$ cat config.mk
export PLATFORM = sky130hd
export DESIGN_NAME = uart8_flat
export DESIGN_NICKNAME = d
export VERILOG_FILES = /design/src/rtl/uart8_if.sv /design/src/rtl/uart8.sv /design/src/flat_wrapper.sv
export SDC_FILE = /design/constraint.sdc
export NUM_CORES = 1
export LEC_CHECK = 0
export BUFFER_PORTS_ARGS = -buffer_cell sky130_fd_sc_hd__buf_2
export CAP_MARGIN = 20
export CORE_ASPECT_RATIO = 0.7
export CORE_UTILIZATION = 64
export CTS_CLUSTER_DIAMETER = 200
export DETAILED_ROUTE_END_ITERATION = 7
export GPL_TIMING_DRIVEN = 0
export HOLD_SLACK_MARGIN = 0.15
export PLACE_DENSITY = 0.84
export SLEW_MARGIN = 20
export SYNTH_ARGS = -nofsm -noshare
export SYNTH_HDL_FRONTEND = slang
export SYNTH_SLANG_ARGS = --single-unit
$ cat constraint.sdc
create_clock -name clk -period 5.4 [get_ports clk]
set_input_delay 1.08 -clock clk [delete_from_list [all_inputs] [get_ports clk]]
set_output_delay 1.08 -clock clk [all_outputs]
set_load 0.005 [all_outputs]
$ cat src/rtl/uart8_if.sv
`default_nettype none
// +----------------------------------------------------------------------------+
// | uart8_if : on-chip side and serial pins of the uart8 rx/tx engines          |
// | Rev 1.0  : initial release                                                  |
// +----------------------------------------------------------------------------+
interface uart8_if;
  logic       rxEn;
  logic       rx;
  logic       rxBusy;
  logic       rxDone;
  logic       rxErr;
  logic [7:0] out;
  logic       txEn;
  logic       txStart;
  logic [7:0] in;
  logic       txBusy;
  logic       txDone;
  logic       tx;

  modport master (
    output rxEn, rx, txEn, txStart, in,
    input  rxBusy, rxDone, rxErr, out, txBusy, txDone, tx
  );

  modport slave (
    input  rxEn, rx, txEn, txStart, in,
    output rxBusy, rxDone, rxErr, out, txBusy, txDone, tx
  );
endinterface
`default_nettype wire

$ cat src/rtl/uart8.sv
`default_nettype none
// +----------------------------------------------------------------------------+
// | uart8 : full-duplex 8N1 UART, 16x oversampled receiver, 1x-tick transmitter |
// | Rev 1.0  : initial release                                                  |
// +----------------------------------------------------------------------------+
module uart8 #(
  parameter int CLOCK_RATE = 12000000,
  parameter int BAUD_RATE  = 9600
) (
  input wire     clk,
  input wire     reset,
  uart8_if.slave bus
);

  localparam int c_RX_DIV = CLOCK_RATE / (16 * BAUD_RATE);
  localparam int c_TX_DIV = CLOCK_RATE / BAUD_RATE;
  localparam int c_RXD_W  = (c_RX_DIV > 1) ? $clog2(c_RX_DIV) : 1;
  localparam int c_TXD_W  = (c_TX_DIV > 1) ? $clog2(c_TX_DIV) : 1;

  typedef enum logic [2:0] {
    RX_IDLE  = 3'd0,
    RX_START = 3'd1,
    RX_DATA  = 3'd2,
    RX_STOP  = 3'd3,
    RX_ERROR = 3'd4
  } rx_state_t;

  typedef enum logic [1:0] {
    TX_IDLE  = 2'd0,
    TX_START = 2'd1,
    TX_DATA  = 2'd2,
    TX_STOP  = 2'd3
  } tx_state_t;

  // ---------------- receive front end ----------------
  logic               rx_meta_q, rx_sync_q;
  logic [c_RXD_W-1:0] rx_div_q, rx_div_d;
  logic               w_rx_tick;

  assign w_rx_tick = (rx_div_q == c_RXD_W'(c_RX_DIV - 1));
  assign rx_div_d  = w_rx_tick ? '0 : rx_div_q + c_RXD_W'(1);

  always_ff @(posedge clk) begin
    if (reset) begin
      rx_meta_q <= 1'b1;
      rx_sync_q <= 1'b1;
      rx_div_q  <= '0;
    end else begin
      rx_meta_q <= bus.rx;
      rx_sync_q <= rx_meta_q;
      rx_div_q  <= rx_div_d;
    end
  end

  // ---------------- receive engine ----------------
  rx_state_t  rx_state_q, rx_state_d;
  logic [3:0] rx_tcnt_q, rx_tcnt_d;
  logic [2:0] rx_bit_q, rx_bit_d;
  logic [7:0] rx_shift_q, rx_shift_d;
  logic [7:0] rx_out_q, rx_out_d;
  logic       rx_busy_q, rx_busy_d;
  logic       rx_done_q, rx_done_d;
  logic       rx_err_q, rx_err_d;

  always_ff @(posedge clk) begin
    if (reset) begin
      rx_state_q <= RX_IDLE;
      rx_tcnt_q  <= '0;
      rx_bit_q   <= '0;
      rx_shift_q <= '0;
      rx_out_q   <= '0;
      rx_busy_q  <= 1'b0;
      rx_done_q  <= 1'b0;
      rx_err_q   <= 1'b0;
    end else begin
      rx_state_q <= rx_state_d;
      rx_tcnt_q  <= rx_tcnt_d;
      rx_bit_q   <= rx_bit_d;
      rx_shift_q <= rx_shift_d;
      rx_out_q   <= rx_out_d;
      rx_busy_q  <= rx_busy_d;
      rx_done_q  <= rx_done_d;
      rx_err_q   <= rx_err_d;
    end
  end

  always_comb begin
    rx_state_d = rx_state_q;
    rx_tcnt_d  = rx_tcnt_q;
    rx_bit_d   = rx_bit_q;
    rx_shift_d = rx_shift_q;
    rx_out_d   = rx_out_q;
    rx_busy_d  = rx_busy_q;
    rx_done_d  = 1'b0;
    rx_err_d   = rx_err_q;

    if (!bus.rxEn) begin
      rx_state_d = RX_IDLE;
      rx_tcnt_d  = '0;
      rx_bit_d   = '0;
      rx_busy_d  = 1'b0;
      rx_err_d   = 1'b0;
    end else begin
      unique case (rx_state_q)
        RX_IDLE: begin
          if (!rx_sync_q) begin
            rx_state_d = RX_START;
            rx_tcnt_d  = '0;
            rx_bit_d   = '0;
            rx_busy_d  = 1'b1;
            rx_err_d   = 1'b0;
          end
        end
        RX_START: begin
          // Eighth tick lands mid start bit; a high line here was only a glitch.
          if (w_rx_tick) begin
            if (rx_tcnt_q == 4'd7) begin
              rx_tcnt_d = '0;
              if (rx_sync_q) begin
                rx_state_d = RX_IDLE;
                rx_busy_d  = 1'b0;
              end else begin
                rx_state_d = RX_DATA;
              end
            end else begin
              rx_tcnt_d = rx_tcnt_q + 4'd1;
            end
          end
        end
        RX_DATA: begin
          if (w_rx_tick) begin
            rx_tcnt_d = rx_tcnt_q + 4'd1;
            if (rx_tcnt_q == 4'd15) begin
              rx_shift_d = {rx_sync_q, rx_shift_q[7:1]};
              rx_bit_d   = rx_bit_q + 3'd1;
              if (rx_bit_q == 3'd7) begin
                rx_state_d = RX_STOP;
              end
            end
          end
        end
        RX_STOP: begin
          if (w_rx_tick) begin
            rx_tcnt_d = rx_tcnt_q + 4'd1;
            if (rx_tcnt_q == 4'd15) begin
              rx_busy_d = 1'b0;
              if (rx_sync_q) begin
                rx_out_d   = rx_shift_q;
                rx_done_d  = 1'b1;
                rx_state_d = RX_IDLE;
              end else begin
                rx_err_d   = 1'b1;
                rx_state_d = RX_ERROR;
              end
            end
          end
        end
        RX_ERROR: begin
          if (rx_sync_q) begin
            rx_state_d = RX_IDLE;
          end
        end
        default: begin
          rx_state_d = RX_IDLE;
          rx_busy_d  = 1'b0;
        end
      endcase
    end
  end

  assign bus.rxBusy = rx_busy_q;
  assign bus.rxDone = rx_done_q;
  assign bus.rxErr  = rx_err_q;
  assign bus.out    = rx_out_q;

  // ---------------- transmit engine ----------------
  tx_state_t          tx_state_q, tx_state_d;
  logic [c_TXD_W-1:0] tx_cnt_q, tx_cnt_d;
  logic [2:0]         tx_bit_q, tx_bit_d;
  logic [7:0]         tx_shift_q, tx_shift_d;
  logic               tx_q, tx_d;
  logic               tx_busy_q, tx_busy_d;
  logic               tx_done_q, tx_done_d;
  logic               w_tx_last;

  assign w_tx_last = (tx_cnt_q == c_TXD_W'(c_TX_DIV - 1));

  always_ff @(posedge clk) begin
    if (reset) begin
      tx_state_q <= TX_IDLE;
      tx_cnt_q   <= '0;
      tx_bit_q   <= '0;
      tx_shift_q <= '0;
      tx_q       <= 1'b1;
      tx_busy_q  <= 1'b0;
      tx_done_q  <= 1'b0;
    end else begin
      tx_state_q <= tx_state_d;
      tx_cnt_q   <= tx_cnt_d;
      tx_bit_q   <= tx_bit_d;
      tx_shift_q <= tx_shift_d;
      tx_q       <= tx_d;
      tx_busy_q  <= tx_busy_d;
      tx_done_q  <= tx_done_d;
    end
  end

  always_comb begin
    tx_state_d = tx_state_q;
    tx_cnt_d   = tx_cnt_q;
    tx_bit_d   = tx_bit_q;
    tx_shift_d = tx_shift_q;
    tx_d       = tx_q;
    tx_busy_d  = tx_busy_q;
    tx_done_d  = 1'b0;

    if (!bus.txEn) begin
      tx_state_d = TX_IDLE;
      tx_cnt_d   = '0;
      tx_bit_d   = '0;
      tx_d       = 1'b1;
      tx_busy_d  = 1'b0;
    end else begin
      unique case (tx_state_q)
        TX_IDLE: begin
          if (bus.txStart) begin
            tx_shift_d = bus.in;
            tx_cnt_d   = '0;
            tx_bit_d   = '0;
            tx_d       = 1'b0;
            tx_busy_d  = 1'b1;
            tx_state_d = TX_START;
          end
        end
        TX_START: begin
          tx_cnt_d = tx_cnt_q + c_TXD_W'(1);
          if (w_tx_last) begin
            tx_cnt_d   = '0;
            tx_d       = tx_shift_q[0];
            tx_state_d = TX_DATA;
          end
        end
        TX_DATA: begin
          tx_cnt_d = tx_cnt_q + c_TXD_W'(1);
          if (w_tx_last) begin
            tx_cnt_d = '0;
            tx_bit_d = tx_bit_q + 3'd1;
            if (tx_bit_q == 3'd7) begin
              tx_d       = 1'b1;
              tx_state_d = TX_STOP;
            end else begin
              tx_shift_d = {1'b0, tx_shift_q[7:1]};
              tx_d       = tx_shift_q[1];
            end
          end
        end
        TX_STOP: begin
          // txDone is registered, so raise it one clock early to land on the final stop clock.
          tx_cnt_d  = tx_cnt_q + c_TXD_W'(1);
          tx_done_d = (tx_cnt_q == c_TXD_W'(c_TX_DIV - 2));
          if (w_tx_last) begin
            tx_cnt_d = '0;
            tx_bit_d = '0;
            if (bus.txStart) begin
              tx_shift_d = bus.in;
              tx_d       = 1'b0;
              tx_state_d = TX_START;
            end else begin
              tx_d       = 1'b1;
              tx_busy_d  = 1'b0;
              tx_state_d = TX_IDLE;
            end
          end
        end
        default: begin
          tx_state_d = TX_IDLE;
          tx_d       = 1'b1;
          tx_busy_d  = 1'b0;
        end
      endcase
    end
  end

  assign bus.tx     = tx_q;
  assign bus.txBusy = tx_busy_q;
  assign bus.txDone = tx_done_q;

endmodule
`default_nettype wire

$ cat src/flat_wrapper.sv
// flat-port wrapper written by rule: the top's interface ports become plain ports
module uart8_flat 
#(
  parameter int CLOCK_RATE = 12000000,
  parameter int BAUD_RATE  = 9600
)
  (clk, reset, bus_rxEn, bus_rx, bus_txEn, bus_txStart, bus_in, bus_rxBusy, bus_rxDone, bus_rxErr, bus_out, bus_txBusy, bus_txDone, bus_tx);
  uart8_if bus_i ();
  input wire clk;
  input wire reset;
  input wire logic [$bits(bus_i.rxEn)-1:0] bus_rxEn;
  input wire logic [$bits(bus_i.rx)-1:0] bus_rx;
  input wire logic [$bits(bus_i.txEn)-1:0] bus_txEn;
  input wire logic [$bits(bus_i.txStart)-1:0] bus_txStart;
  input wire logic [$bits(bus_i.in)-1:0] bus_in;
  output wire logic [$bits(bus_i.rxBusy)-1:0] bus_rxBusy;
  output wire logic [$bits(bus_i.rxDone)-1:0] bus_rxDone;
  output wire logic [$bits(bus_i.rxErr)-1:0] bus_rxErr;
  output wire logic [$bits(bus_i.out)-1:0] bus_out;
  output wire logic [$bits(bus_i.txBusy)-1:0] bus_txBusy;
  output wire logic [$bits(bus_i.txDone)-1:0] bus_txDone;
  output wire logic [$bits(bus_i.tx)-1:0] bus_tx;
  assign bus_i.rxEn = bus_rxEn;
  assign bus_i.rx = bus_rx;
  assign bus_i.txEn = bus_txEn;
  assign bus_i.txStart = bus_txStart;
  assign bus_i.in = bus_in;
  assign bus_rxBusy = bus_i.rxBusy;
  assign bus_rxDone = bus_i.rxDone;
  assign bus_rxErr = bus_i.rxErr;
  assign bus_out = bus_i.out;
  assign bus_txBusy = bus_i.txBusy;
  assign bus_txDone = bus_i.txDone;
  assign bus_tx = bus_i.tx;
  uart8 #(.CLOCK_RATE(CLOCK_RATE), .BAUD_RATE(BAUD_RATE)) u_core (.clk(clk), .reset(reset), .bus(bus_i));
endmodule
Yosys cells after proc, flatten, opt, wreduce, memory -nomap -nowiden
Index checks and enable logic that the tools add are counted.
{"block": "op_classes", "eq_ne": 33, "n_bitwise": 7, "mux": 63, "n_reduce_logical": 27, "add_sub_neg": 5}
{"operator": "$mux 3", "count": 16}
{"operator": "$mux 8", "count": 4}
{"operator": "$ne 2x1->1 const B", "count": 14}
{"operator": "$pmux 8 s3", "count": 1}
{"operator": "$reduce_and 4->1", "count": 6}
{"operator": "$eq 11x11->1 const B", "count": 2}
{"operator": "$mux 11", "count": 2}
{"operator": "$pmux 11 s2", "count": 1}
{"operator": "$mux 1", "count": 20}
{"operator": "$reduce_and 5->1", "count": 4}
{"operator": "$mux 4", "count": 4}
{"operator": "$pmux 3 s5", "count": 1}
{"operator": "$mux 2", "count": 6}
{"operator": "$pmux 4 s3", "count": 1}
{"operator": "$add 11x1->11 const B", "count": 1}
{"operator": "$ne 2x2->1 const B", "count": 5}
{"operator": "$reduce_or 2->1", "count": 5}
{"operator": "$eq 3x3->1 const B", "count": 3}
{"operator": "$pmux 3 s3", "count": 1}
{"operator": "$reduce_and 9->1", "count": 1}
{"operator": "$pmux 1 s4", "count": 2}
{"operator": "$pmux 2 s4", "count": 1}
{"operator": "$add 7x1->7 const B", "count": 1}
{"operator": "$eq 7x7->1 const B", "count": 1}
{"operator": "18 further kinds", "count": 32}
{"block": "totals", "reg_bits": 65, "wordCells": 153}

Depth between registers and ports, before layout
{"block": "logic_depth", "word_depth": 5, "ltp_mapped": 8, "depth_no_buf": 6}

Worst setup path after synthesis
Ideal clock, no wire load.
{"block": "synth_timing", "path_type": "in2reg", "startpoint": "input port bus_txStart", "endpoint": "register u_core.tx_state_q[1]", "setup_time_ns": 0.140, "setup_slack_ns": 3.090, "stages": 6, "required_ns": 5.260, "n_path_buf": 2, "arrival_ns": 2.170, "cell_sequence": "clkbuf_1 -> nand2b_1 -> and4_1 -> clkbuf_1 -> mux2i_1 -> o311ai_0"}
{"block": "synth_via", "elab_chain_len": 2}
{"item": "from (decl)", "line_no": "flat_wrapper.sv:14", "rtl": "input wire logic [$bits(bus_i.txStart)-1:0] bus_txStart;"}
{"item": "$ne 2x2->1 (no source line)"}
{"item": "$reduce_and 5->1 (no source line)"}
{"item": "to (signal assigned)", "line_no": "uart8.sv:198", "rtl": "tx_state_q <= tx_state_d;"}
{"item": "to (decl)", "line_no": "uart8.sv:177", "rtl": "tx_state_t tx_state_q, tx_state_d;"}
Every way passes these cells.
A chain may end at the register's enable or synchronous reset.

Worst setup path after layout
Ends and elaborated chain as after synthesis.

==> metrics.txt <==
asr flop ratio synth=0%; hold_buf cts=0; final worst-path cycle share=42.91%; die area=0.005512 mm2; Peak VDD IR=between 0.2 and 0.25 mV; Crit. End Element=register; top cells by area, synth=dfxtp_1, mux2i_1, nand2_1; total vias in the final route=~3000; status=completed; R2R setup slack=3.17 ns; Setup Crit Path Kind=in2reg; Mapped Cells=387; Port Buf Inserts=25; Detail Placement HPWL=5340 um; wire length per cell=roughly 15 um; crit path max-delay cell type=clkbuf_1; Worst-Skew Late Latency=0.35 ns; Setup Skew=0.004422 ns; CP arrival=2.53 ns; crit-path cells=clkbuf_1 -> nand2b_1 -> and4_1 -> clkbuf_1 -> mux2i_1 -> o311ai_0; drt first-iter violations=240; post-synth top area cell=dfxtp_1; Sw Pwr=around 0.00025 W; clock root buffer=clkbuf_8; Worst EP required=between 5 and 6 ns; clock net sink count=between 60 and 70; crit path time final=2.317 ns; Seq/Total Area, Yosys=39.00%; worst hold path type=reg2reg; Post-route DRC=0; antenna cells=0; MaxCap Viol Count=0; Post-CTS Setup Bufs=0; nets@finish=approximately 450; drt total wl=roughly 7600 um; Slew HR=between 60% and 70%; post-route insts no fill=497; Comb pwr share=under 10%; share of cells above drive strength 1=14.95%; WP buf/inv=2; TritonRoute pass-1 iters=5; Core Footprint=0.004887 mm2; slowest stage delay, CP=0.30 ns; RSZ-0062 raised after global routing=no; Initial Util=68.28%; Post-Place Cells=a little under 500; clock power share=45.2%; number of global-route vias before repair=2817; die height=about 62 um; Pleak=between 1 and 1.5 nW; Power Total=0.001034 W; Cell Area, Synth=0.003337 mm2; gr ovfl total=0; Setup crit start kind=input port; clk slew on worst S/H paths=0.07 ns; crit-path most repeated cell=clkbuf_1; die width=88.31 um; routability cong.=0.8649; sequential group share of total power=47.9%; Total Neg Setup Slack=0 ns; # rows=21; I/O pin cnt=28; routed vias/inst=6.097; largest net degree at the start of global routing=14; initial antenna violation count=0; Internal=0.0007790 W; Avg Inst Size Synth=8.623 um2; Post-synth EDFFs=0; # setup viols final=0; Worst-Margin Slew=0.5905 ns; pwr/cell area=approximately 270 mW/mm2; first-pass GRT wire length=between 10000 and 15000 um; critical path's top delay family=buffers and inverters; endpoints failing hold=0; YS warnings=0; FILL cells=362; library cells used by synthesis=between 50 and 60; Slew Limit Fails=0; htree depth=3; post-synth net total=416; Overall Global Routing Usage=slightly above 30%; P&R area growth vs syn=13.12%; Max Clk Rate=around 430 MHz; CTS max path bufs=2; crit path max fanout=7; Antenna Violating Nets Remaining=0; Post-synth top flop=dfxtp_1; CTS Buf Count=9; Post-CTS Resized=0; sw frac=between 20% and 30%; clock tree from TritonCTS=done; Seq cells post-synth=65; share of the synthesized area in the top cell type=39.00%
through the flow:
stage / hold WS [ns] / setup slack (ns) / cell area [um2] / utilization [%]
3_3_place_gp: 0.3909 / 2.824 / 3548 / 72.61
2_1_floorplan: 0.3895 / 3.090 / 3337 / -
6_report: 0.4111 / 3.083 / 3775 / 77.24
5_1_grt: 0.4284 / 2.997 / 3775 / 77.24
3_5_place_dp: 0.3981 / 2.776 / 3548 / 72.61
4_1_cts: 0.4162 / 3.165 / 3775 / 77.24
logic make-up (layout without fill, tap and decap cells):
family / Yosys count / in the layout / share of synthesized area [%]
buffers and inverters: 32 / 73 / 3.974
multiplexers: 26 / 26 / 8.024
adder cells (fa/ha/maj): 15 / 15 / 5.624
AND/OR/NAND/NOR: 166 / 166 / 26.17
AO/OA/AOI/OAI: 74 / 74 / 14.85
flip-flops: 65 / 65 / 39.00
XOR/XNOR: 9 / 9 / 2.362
worst paths after layout:
check,startpoint,to,depth (start not counted)
hold / removal,u_core.rx_meta_q,u_core.rx_sync_q,1
hold reg to reg,u_core.rx_meta_q,u_core.rx_sync_q,1
setup / recovery,bus_txStart,u_core.tx_state_q[1],6
setup reg to reg,u_core.tx_state_q[0],u_core.tx_state_q[0],7
cell usage in the layout, fill, tap and decap left out, drive strengths merged, types with 2 or more instances in the layout:
cell type	instances
dfxtp	65
buf	28
xnor2	2
or3	2
nor3	5
or4	2
and3	4
nor2	25
inv	13
nor4	7
a31oi	9
o21ai	20
or2	6
nand4	9
o21a	3
o311ai	4
o2bb2ai	2
o31ai	2
nand2	52
mux2i	20
a21oi	17
bufinv	2
nand2b	8
nor2b	5
clkbuf	27
mux2	6
nand3	25
ha	15
xor2	7
o211ai	5
nand3b	6
clkinv	2
and4	4
flip-flops by register name, indices dropped and copies added, names as in the netlist, 2 cells and up:
name / cells
u_core.tx_state_q: 2
u_core.rx_shift_q: 8
u_core.rx_tcnt_q: 4
u_core.rx_div_q: 7
u_core.tx_shift_q: 8
u_core.rx_bit_q: 3
u_core.tx_bit_q: 3
u_core.rx_state_q: 3
u_core.tx_cnt_q: 11
u_core.bus.out: 8
power groups by stage:
stage                logic, W  clock network, W  registers, W
floorplan           0.0000498                 0      0.000504
detailed placement  0.0000691                 0      0.000506
global placement    0.0000667                 0      0.000505
global route        0.0000790          0.000497      0.000496
CTS                 0.0000700          0.000472      0.000495
finish              0.0000713          0.000467      0.000495
Yosys cell counts (3+ instances only):
library cell,instances
a21oi_1,16
a31oi_1,9
and3_1,4
and4_1,4
clkbuf_1,18
dfxtp_1,65
ha_1,15
inv_1,11
mux2_2,6
mux2i_1,20
nand2_1,52
nand2b_1,8
nand3_1,25
nand3b_1,6
nand4_1,8
nor2_1,25
nor2b_1,5
nor3_1,5
nor4_1,6
o211ai_1,5
o21a_1,3
o21ai_0,20
o311ai_0,4
or2_2,6
xor2_1,7
metal layers:
metal  GRT usage [%]  share of wire [%]  vias up
li1                -                  -     1478
met1           41.02                 46     1411
met2           45.48                 44      122
met3           8.719                8.5       19
met4           11.09                1.6        0
met5               0                  0        -
final cells by class:
class	count	area, um2	area share, %
sequential	65	1301	34.47
buffer	21	91.34	2.420
clock buffer	9	123.9	3.281
timing repair buffer	25	125.1	3.315
clock inverter	7	102.6	2.718
inverter	11	41.29	1.094
tap	69	86.33	2.287
multi-input combinational	290	1903	50.41
(Power assumes the default switching activity.)
